[config.mk]
export PLATFORM = sky130hd
export DESIGN_NAME = node_line_scheduler
export DESIGN_NICKNAME = d
export VERILOG_FILES = /design/src/rtl/node_line_scheduler.sv
export SDC_FILE = /design/constraint.sdc
export NUM_CORES = 1
export LEC_CHECK = 0
export BUFFER_PORTS_ARGS = -buffer_cell sky130_fd_sc_hd__buf_2
export CORE_MARGIN = 2
export CORE_UTILIZATION = 55
export DETAILED_ROUTE_END_ITERATION = 7
export GPL_TIMING_DRIVEN = 0
export PLACE_DENSITY = 0.9
export SLEW_MARGIN = 40
export SYNTH_ARGS = -nofsm -noshare
export SYNTH_HDL_FRONTEND = slang
export SYNTH_SLANG_ARGS = --single-unit
[constraint.sdc]
create_clock -name clk -period 6.8 [get_ports clk]
set_clock_uncertainty 0.05 [all_clocks]
set_input_delay 0.34 -clock clk [delete_from_list [all_inputs] [get_ports clk]]
set_output_delay 0.34 -clock clk [all_outputs]
set_load 0.005 [all_outputs]
[src/rtl/node_line_scheduler.sv]
// node_line_scheduler
//
// Per-scanline sprite scheduler for the rope renderer. At the first hblank
// column of each line it walks every rope node once (one node per clk),
// collects the nodes whose ball bounding box covers the *next* scanline and
// publishes them as a short, index-ordered slot list for the pixel stage.
//
// The scan works on a snapshot of the node buses, so the rope may keep
// moving while the scan runs. Results are built in a back list and copied
// to the outputs in a single COMMIT cycle. The outputs therefore only ever
// change on that one edge.
//
// Ports:
//   clk         system clock
//   reset       synchronous, active-high; returns to IDLE, clears everything
//   nodes_x     NODES x 10-bit node top-left x, node i at [10*i+9:10*i]
//   nodes_y     NODES x 10-bit node top-left y, same packing
//   pix_x       current scan column; pix_x == SCAN_X starts a scan
//   pix_y       current scan line; the scan targets the following line
//   slot_valid  per-slot "holds a node" flag, filled from slot 0 upward
//   slot_x      per-slot node x (10 bits each)
//   slot_dy     per-slot row inside the ball, 0..BALL_SIZE-1 (4 bits each)
//   slot_id     per-slot node index (5 bits each)
//   overflow    more than SLOTS nodes covered the target line
//   busy        high from the cycle after the trigger through COMMIT

module node_line_scheduler #(
    parameter int NODES     = 20,
    parameter int SLOTS     = 4,
    parameter int BALL_SIZE = 10,
    parameter int SCAN_X    = 640,
    parameter int V_LAST    = 524
) (
    input  logic                clk,
    input  logic                reset,
    input  logic [10*NODES-1:0] nodes_x,
    input  logic [10*NODES-1:0] nodes_y,
    input  logic [9:0]          pix_x,
    input  logic [9:0]          pix_y,
    output logic [SLOTS-1:0]    slot_valid,
    output logic [10*SLOTS-1:0] slot_x,
    output logic [4*SLOTS-1:0]  slot_dy,
    output logic [5*SLOTS-1:0]  slot_id,
    output logic                overflow,
    output logic                busy
);

    localparam int IDX_W = (NODES > 1) ? $clog2(NODES) : 1;

    localparam logic [IDX_W-1:0] LAST_IDX = IDX_W'(NODES - 1);
    localparam logic [9:0]       SCAN_X_V = 10'(SCAN_X);
    localparam logic [9:0]       V_LAST_V = 10'(V_LAST);
    localparam logic [10:0]      BALL_V   = 11'(BALL_SIZE);

    typedef enum logic [1:0] {
        ST_IDLE,
        ST_SCAN,
        ST_COMMIT
    } state_t;

    state_t state_q, state_d;

    logic             trig_prev_q, trig_prev_d;
    logic [IDX_W-1:0] idx_q, idx_d;
    logic [9:0]       target_q, target_d;

    // Node snapshot taken at the trigger edge
    logic [9:0] snap_x_q [NODES];
    logic [9:0] snap_x_d [NODES];
    logic [9:0] snap_y_q [NODES];
    logic [9:0] snap_y_d [NODES];

    // Back list, filled during SCAN
    logic [SLOTS-1:0] back_valid_q, back_valid_d;
    logic [9:0]       back_x_q  [SLOTS];
    logic [9:0]       back_x_d  [SLOTS];
    logic [3:0]       back_dy_q [SLOTS];
    logic [3:0]       back_dy_d [SLOTS];
    logic [4:0]       back_id_q [SLOTS];
    logic [4:0]       back_id_d [SLOTS];
    logic             back_ovf_q, back_ovf_d;

    // Published list
    logic [SLOTS-1:0] out_valid_q, out_valid_d;
    logic [9:0]       out_x_q  [SLOTS];
    logic [9:0]       out_x_d  [SLOTS];
    logic [3:0]       out_dy_q [SLOTS];
    logic [3:0]       out_dy_d [SLOTS];
    logic [4:0]       out_id_q [SLOTS];
    logic [4:0]       out_id_d [SLOTS];
    logic             out_ovf_q, out_ovf_d;

    logic        scan_cond;
    logic        trigger;
    logic [9:0]  cur_x;
    logic [9:0]  cur_y;
    logic [10:0] cur_y_ext;
    logic [10:0] target_ext;
    logic        hit;
    logic [3:0]  hit_dy;
    logic        placed;

    // Edge-detect the trigger column so a pixel clock slower than clk
    // (pix_x held at SCAN_X for several clk cycles) starts only one scan.
    assign scan_cond = (pix_x == SCAN_X_V);
    assign trigger   = scan_cond && !trig_prev_q;

    assign cur_x = snap_x_q[idx_q];
    assign cur_y = snap_y_q[idx_q];

    // Compare in 11 bits so a ball near y=1023 cannot wrap its bottom edge
    // around to small line numbers.
    assign cur_y_ext  = {1'b0, cur_y};
    assign target_ext = {1'b0, target_q};
    assign hit        = (cur_y_ext <= target_ext) && (target_ext < cur_y_ext + BALL_V);
    assign hit_dy     = 4'(target_q - cur_y);

    always_comb begin
        state_d      = state_q;
        trig_prev_d  = scan_cond;
        idx_d        = idx_q;
        target_d     = target_q;
        snap_x_d     = snap_x_q;
        snap_y_d     = snap_y_q;
        back_valid_d = back_valid_q;
        back_x_d     = back_x_q;
        back_dy_d    = back_dy_q;
        back_id_d    = back_id_q;
        back_ovf_d   = back_ovf_q;
        out_valid_d  = out_valid_q;
        out_x_d      = out_x_q;
        out_dy_d     = out_dy_q;
        out_id_d     = out_id_q;
        out_ovf_d    = out_ovf_q;
        placed       = 1'b0;

        case (state_q)
            ST_IDLE: begin
                if (trigger) begin
                    state_d  = ST_SCAN;
                    idx_d    = '0;
                    target_d = (pix_y == V_LAST_V) ? 10'd0 : pix_y + 10'd1;
                    for (int i = 0; i < NODES; i++) begin
                        snap_x_d[i] = nodes_x[10*i +: 10];
                        snap_y_d[i] = nodes_y[10*i +: 10];
                    end
                    back_valid_d = '0;
                    back_ovf_d   = 1'b0;
                    for (int k = 0; k < SLOTS; k++) begin
                        back_x_d[k]  = '0;
                        back_dy_d[k] = '0;
                        back_id_d[k] = '0;
                    end
                end
            end

            ST_SCAN: begin
                if (hit) begin
                    // Slots fill in node-index order, so the lowest free
                    // slot is always directly after the last used one.
                    for (int k = 0; k < SLOTS; k++) begin
                        if (!placed && !back_valid_q[k]) begin
                            back_valid_d[k] = 1'b1;
                            back_x_d[k]     = cur_x;
                            back_dy_d[k]    = hit_dy;
                            back_id_d[k]    = 5'(idx_q);
                            placed          = 1'b1;
                        end
                    end
                    if (!placed) begin
                        back_ovf_d = 1'b1;
                    end
                end
                if (idx_q == LAST_IDX) begin
                    state_d = ST_COMMIT;
                end else begin
                    idx_d = idx_q + 1'b1;
                end
            end

            ST_COMMIT: begin
                out_valid_d = back_valid_q;
                out_x_d     = back_x_q;
                out_dy_d    = back_dy_q;
                out_id_d    = back_id_q;
                out_ovf_d   = back_ovf_q;
                state_d     = ST_IDLE;
            end

            default: begin
                state_d = ST_IDLE;
            end
        endcase
    end

    always_ff @(posedge clk) begin
        if (reset) begin
            state_q      <= ST_IDLE;
            trig_prev_q  <= 1'b0;
            idx_q        <= '0;
            target_q     <= '0;
            snap_x_q     <= '{default: '0};
            snap_y_q     <= '{default: '0};
            back_valid_q <= '0;
            back_x_q     <= '{default: '0};
            back_dy_q    <= '{default: '0};
            back_id_q    <= '{default: '0};
            back_ovf_q   <= 1'b0;
            out_valid_q  <= '0;
            out_x_q      <= '{default: '0};
            out_dy_q     <= '{default: '0};
            out_id_q     <= '{default: '0};
            out_ovf_q    <= 1'b0;
        end else begin
            state_q      <= state_d;
            trig_prev_q  <= trig_prev_d;
            idx_q        <= idx_d;
            target_q     <= target_d;
            snap_x_q     <= snap_x_d;
            snap_y_q     <= snap_y_d;
            back_valid_q <= back_valid_d;
            back_x_q     <= back_x_d;
            back_dy_q    <= back_dy_d;
            back_id_q    <= back_id_d;
            back_ovf_q   <= back_ovf_d;
            out_valid_q  <= out_valid_d;
            out_x_q      <= out_x_d;
            out_dy_q     <= out_dy_d;
            out_id_q     <= out_id_d;
            out_ovf_q    <= out_ovf_d;
        end
    end

    for (genvar k = 0; k < SLOTS; k++) begin : g_out
        assign slot_x[10*k +: 10] = out_x_q[k];
        assign slot_dy[4*k +: 4]  = out_dy_q[k];
        assign slot_id[5*k +: 5]  = out_id_q[k];
    end

    assign slot_valid = out_valid_q;
    assign overflow   = out_ovf_q;
    assign busy       = (state_q != ST_IDLE);

endmodule

==> impl_metrics.ini, run 1 <==
[placement]
hpwl_um = 65900
place.gp.congestion = 0.965
port_buffers = 503

[logic_synthesis]
synth_warnings = 0
syn-num-nets = 3273
async_flop_share = 0
netlist_area_um2 = 24200
synth_cell_types = 61
synth_area_per_cell_um2 = 8.57
synth_area_leaders = dfxtp_1 48%, nand2_1 16%, a21oi_1 10%
ys.flop_type = dfxtp_1
seq_area_frac_synth = 0.480
synth-edff-count = 0
synth_common_cells = 1014 x nand2_1, 580 x dfxtp_1, 503 x a21oi_1, 190 x clkbuf_1, 111 x mux4_2
synthDominantCellAreaShare = 0.480
ys_ff_latch = 580
post-synth-top-area-cell = dfxtp_1
synthMostInstantiatedCell = nand2_1
synthCells = 2824

[global_route]
overflow = 17
grt_pass1_vias = 31128
grt_pass1_wl_um = 190000
grt_max_degree = 15
track_usage = 0.578

[floorplan]
die_y_um = 214
pin_count = 504
start_util = 0.559
row_count = 76
die_w_um = 214

[run_status]
outcome = aborted with a tool error
failed_stage = global routing
stop_error = [ERROR GRT-0116] Global routing finished with congestion. Check the congestion regions in the DRC Viewer.

[clocking]
clockRootBuffer = clkbuf_16
cts.sinks = 580
htree_num_levels = 2
clockBufferDepth = 3
cts_buffers = 55
postCtsSetupBuffers = 0
-- layer usage --
layer / global-route usage / overflow
met5: 0.133 / 0
met4: 0.523 / 9
met3: 0.394 / 1
met2: 0.772 / 6
met1: 0.592 / 1
-- stage by stage --
step / cells / area, µm² / setup WS (ns) / hold slack (ns)
4_1_cts: 4414 / 33200 / 0.389 / 0.000394
3_5_place_dp: 3913 / 27500 / 0.422 / 0.393
3_3_place_gp: 3912 / 27400 / 0.278 / 0.387
2_1_floorplan: 2824 / 24200 / 1.79 / 0.375
-- kinds of logic after synthesis --
logic type / count (synthesis) / share of synthesized area
AOI/OAI and AO/OA: 636 / 0.150
xor gates and xnor gates: 20 / 0.00724
and+or+nand+nor: 1122 / 0.182
DFF: 580 / 0.480
buffers and inverters: 297 / 0.0510
adders and majority gates: 27 / 0.0143
muxes: 142 / 0.116
-- what timing repair did --
action,4_1_cts
resized for setup,0
hold endpoints to repair,397
hold buffers,397
setup endpoints to repair,0
==> run 2, diff against run 1 <==
- CORE_UTILIZATION: 55 -> 40
- PLACE_DENSITY: 0.9 -> unset
- PLACE_DENSITY_LB_ADDON: unset -> 0.15
==> run 2 against run 1 <==
  * The flow now finishes without violations
  * Synthesized cell count did not move
  * Area after synthesis is the same
==> impl_metrics.ini, run 2 <==
[run_status]
outcome = finished, final reports clean

[hold_path]
whs_endpoint = snap_y_q[90]
whs_path_depth = 3
min_from = nodes_y[100]
hold_class = input pin to register

[global_route]
grt_pass1_vias = 25070
grt_max_degree = 15
track_usage = 0.313
overflow = 0
grt_pass1_wl_um = 147000
antenna_found_initial = 15

[logic_synthesis]
synth_common_cells = 1014 x nand2_1, 580 x dfxtp_1, 503 x a21oi_1, 190 x clkbuf_1, 111 x mux4_2
synthMostInstantiatedCell = nand2_1
synth_cell_types = 61
ys_ff_latch = 580
netlist_area_um2 = 24200
synth_warnings = 0
synthCells = 2824
seq_area_frac_synth = 0.480
synthDominantCellAreaShare = 0.480
synth-edff-count = 0
synth_area_per_cell_um2 = 8.57
async_flop_share = 0
synth_area_leaders = dfxtp_1 48%, nand2_1 16%, a21oi_1 10%
post-synth-top-area-cell = dfxtp_1
syn-num-nets = 3273
ys.flop_type = dfxtp_1

[placement]
place_inst = 4110
hpwl_um = 73300
port_buffers = 503
place.gp.congestion = 0.926
dpl_cell_area_um2 = 27700
dp_slack_ns = 0.250

[power_and_ir_drop]
swShare = 0.222
ir_drop_mv = 0.175
power_density_nw_per_um2 = 219
seqPwrFrac = 0.461
pwr-share-comb = 0.061
p_switching_mw = 1.64
p_int_mw = 5.74
finalPower_mw = 7.38
clockPowerShare = 0.478
p_leak_nw = 12.6

[routing]
routed_via_density = 5.37
antenna_left = 0
drtIter0Drc = 1910
routedWlPerCell_um = 21.8
drt_pre_antenna_iters = 7
vias = 24848
wl_um = 101000
drc_errors = 0

[final_layout]
final_area_um2 = 33700
final_common_cell = nand2_1
layout.nets = 4234
final_cells = 4624
reg_top3 = snap_x_q x200, snap_y_q x200
multi_input_area_um2 = 11400
final_cell_mix = 1014 x nand2_1, 580 x dfxtp_1, 520 x buf_2, 503 x a21oi_1, 389 x dlygate4sd3_1
drive_gt1_frac = 0.201
n_fill_cell = 5449
utilization = 0.561
regArea_um2 = 11600
syn2layout_area_growth_pct = 39.4

[clocking]
clockBufferDepth = 3
clockRootBuffer = clkbuf_16
clkTransAtPathRegs_ns = 0.06
cts_buffers = 66
insertion_delay_ns = 0.59
cts.sinks = 580
htree_num_levels = 3
cts_tree = built

[sta]
hold_viol_final = 0
setup_violations = 0
grt_setup_unrepaired = false
holdWs_ns = 0.0220
min_period_over_period = 0.967
max_slew_margin = 0.427
setup_tns_ns = 0
final.setup.worst_slack_ns = 0.223
tightestPinTransition_ns = 0.860
drv_slew = 0
period_needed_ns = 6.58
fmax_ghz = 0.152

[floorplan]
start_util = 0.402
pin_count = 504
die_w_um = 250
row_count = 90
die_y_um = 250
die-area_um2 = 62500
core_area_um2 = 60100

[worst_setup_path]
worst-path-buf-inv = 10
crit_top_cell = buf_2
rrSetupSlack_ns = 0.22
critPathCaptureType = register
r2r-start = idx_q[1]
cp_slowest_stage_delay_ns = 0.49
worstReg2RegEnd = back_x_q[34]
path_class = register to register
cp_cell_sequence = buf_2 -> buf_4 -> buf_4 -> buf_4 -> buf_2 -> buf_2 -> buf_2 -> mux4_2 -> mux4_2 -> nand2_1 -> o21a_1 -> inv_1 -> ha_1 -> o21bai_1 -> a21o_1 -> a21oi_1 -> o21ai_0 -> a221oi_1 -> or2_2 -> clkbuf_1 -> clkbuf_1 -> o211ai_1 -> o32ai_1
startpoint_type = register
critPathTopFamily = buffers and inverters
r2r_cells = 23
cp_max_fo = 10
crit_start = idx_q[1]
critPathSlowestCell = o211ai_1
worstPathArrival_ns = 6.98
cp.required_ns = 7.20

[flow_run]
maxCapViolCount = 0
==> run 2: cell counts after synthesis <==
Identical to the previous run, type by type.
==> run 2: routing by layer <==
metal	wire length, µm	vias to the layer above	GRT usage	part of all wire
met5	26	-	0	0.00026
met4	5800	4	0.167	0.058
met3	7240	348	0.0521	0.072
met2	46000	1201	0.508	0.46
met1	41500	11805	0.400	0.41
li1	-	11490	-	-
==> run 2: what timing repair did <==
action                                  CTS  global route
endpoints found under the hold margin   389             0
buffers inserted                          0             0
hold buffers                            389             0
endpoints found under the setup margin    0            10
gates resized for setup                   0             1
==> run 2: power groups by stage <==
stage	sequential, mW	combinational, mW	clock (mW)
after floorplan	3.48	0.0621	0
after global placement	3.48	0.254	0
after detailed placement	3.48	0.257	0
after CTS	3.40	0.431	3.56
after global routing	3.40	0.469	3.69
final	3.40	0.449	3.53
==> run 2: cells by family (layout without fill, tap and decap cells) <==
kind of cell / count (synthesis) / in the layout / share of synthesized area
adders and majority gates: 27 / 27 / 0.0143
other: 0 / 11 / 0
xor gates and xnor gates: 20 / 20 / 0.00724
muxes: 142 / 142 / 0.116
and+or+nand+nor: 1122 / 1122 / 0.182
DFF: 580 / 580 / 0.480
AOI/OAI and AO/OA: 636 / 636 / 0.150
buffers and inverters: 297 / 1304 / 0.0510
==> run 2: final cells by class <==
cell class	count	share of cell area
tap	782	0.0290
antenna	11	0.000816
timing repair buffer	893	0.190
sequential	580	0.344
clock buffer	90	0.0534
buffer	224	0.0288
inverter	73	0.00812
multi-input combinational	1947	0.337
clock inverter	24	0.00875
==> run 2: worst max path at each step <==
stage                              end  slack [ns]  cells past startpoint
after global placement    back_x_q[17]        0.09                     23
after floorplan           back_x_q[10]        1.79                     24
after global routing      back_x_q[34]        0.02                     23
after CTS                 back_x_q[15]        0.22                     22
final                     back_x_q[34]        0.22                     23
after detailed placement  back_x_q[13]        0.25                     22
==> run 2: worst reg2reg max path, stage by stage, from the launching register on <==
cell,delay [ns]
dfxtp_1,0.34
buf_2,0.31
buf_4,0.30
buf_4,0.27
buf_4,0.26
buf_2,0.35
buf_2,0.41
buf_2,0.45
mux4_2,0.44
mux4_2,0.48
nand2_1,0.08
o21a_1,0.22
inv_1,0.06
ha_1,0.22
o21bai_1,0.17
a21o_1,0.14
a21oi_1,0.07
o21ai_0,0.24
a221oi_1,0.15
or2_2,0.30
clkbuf_1,0.18
clkbuf_1,0.28
o211ai_1,0.49
o32ai_1,0.16
(Power assumes the default switching activity.)
==> run 3, diff against run 2 <==
- BUFFER_PORTS_ARGS: -buffer_cell sky130_fd_sc_hd__buf_2 -> -buffer_cell sky130_fd_sc_hd__buf_4
==> run 3 against run 2 <==
  * First-iteration DRC count increased by 16%
  * Register-to-register slack improved by 0.04 ns
  * Clock-buffer cell count grew 2
  * Critical path depth unchanged
  * Critical path type unchanged
==> impl_metrics.ini, run 3 (same netlist as run 2, synthesis figures left out) <==
[run_status]
outcome = finished, final reports clean

[hold_path]
min_from = pix_y[7]
hold_class = input pin to register
whs_path_depth = 3
whs_endpoint = target_q[7]

[clocking]
cts_tree = built
clockBufferDepth = 3
cts.sinks = 580
htree_num_levels = 2
postCtsSetupBuffers = 0
cts_buffers = 60
clockRootBuffer = clkbuf_16
insertion_delay_ns = 0.64
clkTransAtPathRegs_ns = 0.07

[global_route]
grt_pass1_vias = 25153
antenna_found_initial = 9
overflow = 0
track_usage = 0.315
grt_pass1_wl_um = 149000
grt_max_degree = 17

[worst_setup_path]
r2r-start = idx_q[1]
cp_max_fo = 10
critPathCaptureType = register
r2r_cells = 23
cp.required_ns = 7.26
rrSetupSlack_ns = 0.26
worstPathArrival_ns = 6.99
path_class = register to register
worstReg2RegEnd = back_x_q[34]
startpoint_type = register

[power_and_ir_drop]
pwr-share-comb = 0.072
clockPowerShare = 0.467
p_switching_mw = 1.63
power_density_nw_per_um2 = 210
seqPwrFrac = 0.461
p_leak_nw = 13.0
p_int_mw = 5.74
ir_drop_mv = 0.224
swShare = 0.221

[floorplan]
core_area_um2 = 60100
start_util = 0.402
pin_count = 504
die_y_um = 250
die_w_um = 250
row_count = 90
die-area_um2 = 62500

[routing]
drtIter0Drc = 2224
wl_um = 101000
antenna_left = 0
drt_pre_antenna_iters = 7
drc_errors = 0
routedWlPerCell_um = 21.8
vias = 25052
routed_via_density = 5.40

[sta]
hold_viol_final = 0
drv_slew = 0
final.setup.worst_slack_ns = 0.264
min_period_over_period = 0.961
setup_violations = 0
tightestPinTransition_ns = 0.832
period_needed_ns = 6.54
fmax_ghz = 0.153
setup_tns_ns = 0
grt_setup_unrepaired = false
max_slew_margin = 0.445

[final_layout]
drive_gt1_frac = 0.201
n_fill_cell = 5260
layout.nets = 4246
reg_top3 = snap_x_q x200, snap_y_q x200
final_cell_mix = 1014 x nand2_1, 580 x dfxtp_1, 509 x buf_4, 503 x a21oi_1, 404 x dlygate4sd3_1
syn2layout_area_growth_pct = 45.2
final_common_cell = nand2_1
multi_input_area_um2 = 11400
regArea_um2 = 11600

[placement]
port_buffers = 503
hpwl_um = 74100
place.gp.congestion = 0.922
dp_slack_ns = 0.222

[flow_run]
maxCapViolCount = 0
## run 3: cell count changes in the layout (fill, tap and decap cells not counted), sizes merged
cell / delta
dlygate4sd3: +15
clkinv: -4
diode: -4
buf: +3
clkbuf: +2
bufinv: -1
## run 3: layer usage
metal | part of all wire | global-route usage | vias to the layer above
met5 | 0.00043 | 0 | -
met1 | 0.41 | 0.402 | 12022
met2 | 0.47 | 0.520 | 1175
met3 | 0.072 | 0.0482 | 334
li1 | - | - | 11513
met4 | 0.054 | 0.156 | 8
## run 3: power by group through the flow
stage	combinational (mW)	sequential, mW	clock (mW)
3_5_place_dp	0.324	3.48	0
5_1_grt	0.552	3.40	3.62
6_report	0.530	3.40	3.44
2_1_floorplan	0.0621	3.48	0
3_3_place_gp	0.322	3.48	0
4_1_cts	0.514	3.40	3.47
## run 3: critical path, cell delays in order, from the launching register on
cell and delay [ns]:
dfxtp_1 0.33, buf_2 0.31, buf_4 0.29, buf_4 0.26, buf_4 0.26, buf_2 0.33, buf_2 0.40, buf_2 0.45
mux4_2 0.43, mux4_2 0.48, nand2_1 0.08, o21a_1 0.23, inv_1 0.07, ha_1 0.23, o21bai_1 0.20, a21o_1 0.13
a21oi_1 0.07, o21ai_0 0.22, a221oi_1 0.15, or2_2 0.30, clkbuf_1 0.18, clkbuf_1 0.27, o211ai_1 0.49, o32ai_1 0.15
## run 3: worst max-delay path by stage
stage | depth (start not counted) | end | slack (ns) | start
finish | 23 | back_x_q[34] | 0.26 | idx_q[1]
global route | 23 | back_x_q[37] | 0.03 | idx_q[1]
CTS | 22 | back_x_q[13] | 0.21 | idx_q[1]
detailed placement | 22 | back_x_q[15] | 0.22 | idx_q[1]
global placement | 23 | back_x_q[18] | 0.08 | idx_q[1]
floorplan | 24 | back_x_q[10] | 1.79 | idx_q[0]
## run 3: through the flow
step	util	cell area (µm²)	total power, mW	hold WS (ns)	instances
global route	0.584	35100	7.57	0.00979	4633
global placement	0.482	29000	3.80	0.386	4109
finish	0.584	35100	7.37	0.0307	4635
floorplan	-	24200	3.54	0.375	2824
detailed placement	0.482	29000	3.80	0.393	4112
CTS	0.584	35100	7.39	0.00346	4627
## run 3: timing repair
| item | 4_1_cts | 5_1_grt |
|---|---|---|
| hold endpoints to repair | 404 | 0 |
| gates resized for setup | 0 | 1 |
| setup endpoints to repair | 0 | 10 |
| hold buffers | 404 | 0 |
## run 3: cell type report
cell class | count | share of cell area
diodes | 7 | 0.000499
plain buffers | 224 | 0.0277
clock buffers | 92 | 0.0516
clock inverters | 19 | 0.00730
inverters | 73 | 0.00780
multi-input cells | 1947 | 0.323
flip-flops and latches | 580 | 0.330
well taps | 782 | 0.0278
repair buffers | 911 | 0.223
==> run 4, diff against run 3 <==
- CTS_BUF_LIST: unset -> sky130_fd_sc_hd__clkbuf_16
==> run 4 against run 3 <==
  * Global-route usage about the same
  * Worst hold slack worse by 0.0046 ns
  * Wire length up 0.12%
  * Largest power group is now registers
==> impl_metrics.ini, run 4 (same netlist as run 2, synthesis figures left out) <==
[run_status]
outcome = finished, final reports clean

[power_and_ir_drop]
power_density_nw_per_um2 = 204
p_leak_nw = 13.0
ir_drop_mv = 0.188
finalPower_mw = 7.13

[floorplan]
start_util = 0.402
die_y_um = 250
pin_count = 504
die-area_um2 = 62500
row_count = 90
core_area_um2 = 60100
die_w_um = 250

[clocking]
insertion_delay_ns = 0.65
htree_num_levels = 2
clkTransAtPathRegs_ns = 0.07
cts_tree = built
clockRootBuffer = clkbuf_16
postCtsSetupBuffers = 0
cts.sinks = 580
clockBufferDepth = 3
cts_buffers = 60

[routing]
routedWlPerCell_um = 21.9
wl_um = 101000
antenna_left = 0
vias = 25206
drc_errors = 0
drtIter0Drc = 2091
drt_pre_antenna_iters = 8
routed_via_density = 5.44

[sta]
grt_setup_unrepaired = false
tightestPinTransition_ns = 0.840
min_period_over_period = 0.961
period_needed_ns = 6.53
setup_violations = 0
max_slew_margin = 0.440
drv_slew = 0
setup_tns_ns = 0
hold_viol_final = 0
fmax_ghz = 0.153

[final_layout]
regArea_um2 = 11600
drive_gt1_frac = 0.196
reg_top3 = snap_x_q x200, snap_y_q x200
final_cell_mix = 1014 x nand2_1, 580 x dfxtp_1, 510 x buf_4, 503 x a21oi_1, 404 x dlygate4sd3_1
utilization = 0.581
n_fill_cell = 5293
multi_input_area_um2 = 11400
layout.nets = 4246
syn2layout_area_growth_pct = 44.4
final_common_cell = nand2_1

[worst_setup_path]
worstPathArrival_ns = 6.99
critPathCaptureType = register
cp_cell_sequence = buf_2 -> buf_4 -> buf_4 -> buf_4 -> buf_2 -> buf_2 -> buf_2 -> mux4_2 -> mux4_2 -> nand2_1 -> o21a_1 -> inv_1 -> ha_1 -> o21bai_1 -> a21o_1 -> a21oi_1 -> o21ai_0 -> a221oi_1 -> or2_2 -> clkbuf_1 -> clkbuf_1 -> o211ai_1 -> o32ai_1
cp.required_ns = 7.26
startpoint_type = register
critPathSlowestCell = mux4_2
cp_max_fo = 10
crit_top_cell = buf_2
cp_slowest_stage_delay_ns = 0.48
path_class = register to register

[hold_path]
hold_class = input pin to register

[global_route]
overflow = 0
track_usage = 0.314
antenna_found_initial = 8
grt_pass1_wl_um = 149000
grt_max_degree = 17
grt_pass1_vias = 25176

[flow_run]
maxCapViolCount = 0

[placement]
port_buffers = 503
place.gp.congestion = 0.922
hpwl_um = 74100
==> run 4: cell count changes in the layout (fill, tap and decap cells not counted), sizes merged <==
cell and delta:
clkinv +19, inv +13, clkbuf -32
==> run 4: worst paths after layout <==
| path | startpoint | endpoint | slack, ns | depth (start not counted) |
|---|---|---|---|---|
| hold reg to reg | back_dy_q[2] | slot_dy[14] | 0.40 | 2 |
| hold / removal | pix_y[7] | target_q[7] | 0.03 | 3 |
| setup / recovery | idx_q[1] | back_x_q[34] | 0.27 | 23 |
| setup reg to reg | idx_q[1] | back_x_q[34] | 0.27 | 23 |
==> run 4: worst max-delay path, delay by kind of cell (launching register included) <==
family	cells	cell delay, ns
buf+inv	10	2.83
compound gates	8	1.65
mux	2	0.91
simple gates	2	0.38
flops	1	0.33
fa+ha+maj	1	0.23
==> run 4: layout make-up <==
class,count,share of cell area
repair buffers,911,0.225
flip-flops and latches,580,0.332
clock inverters,51,0.0108
plain buffers,224,0.0278
diodes,7,0.000501
inverters,73,0.00784
clock buffers,60,0.0430
well taps,782,0.0280
multi-input cells,1947,0.325
==> run 4: metal layers <==
| metal | GRT usage | part of all wire | up-vias |
|---|---|---|---|
| met1 | 0.400 | 0.40 | 12090 |
| met3 | 0.0494 | 0.078 | 319 |
| li1 | - | - | 11518 |
| met2 | 0.519 | 0.47 | 1277 |
| met4 | 0.157 | 0.052 | 2 |
| met5 | 0 | 0.00013 | - |
==> run 4: through the flow <==
step | hold WS (ns) | instance area [µm²] | setup slack, ns | std cells
floorplan | 0.375 | 24200 | 1.79 | 2824
global placement | 0.386 | 29000 | 0.0846 | 4109
detailed placement | 0.393 | 29000 | 0.222 | 4112
CTS | 0.00265 | 34900 | 0.215 | 4627
global route | 0.00945 | 34900 | 0.0542 | 4635
finish | 0.0261 | 34900 | 0.266 | 4635
==> run 4: timing repair <==
item / in CTS / in global routing
hold endpoints to repair: 404 / 0
setup endpoints to repair: 0 / 9
hold buffers: 404 / 0
gates resized for setup: 0 / 1
==> run 4: power breakdown <==
part	total (mW)	switching, mW	leakage (nW)	internal [mW]
registers	3.40	0.000958	4.67	3.40
logic	0.530	0.206	7.32	0.324
clock network	3.20	1.42	0.970	1.79
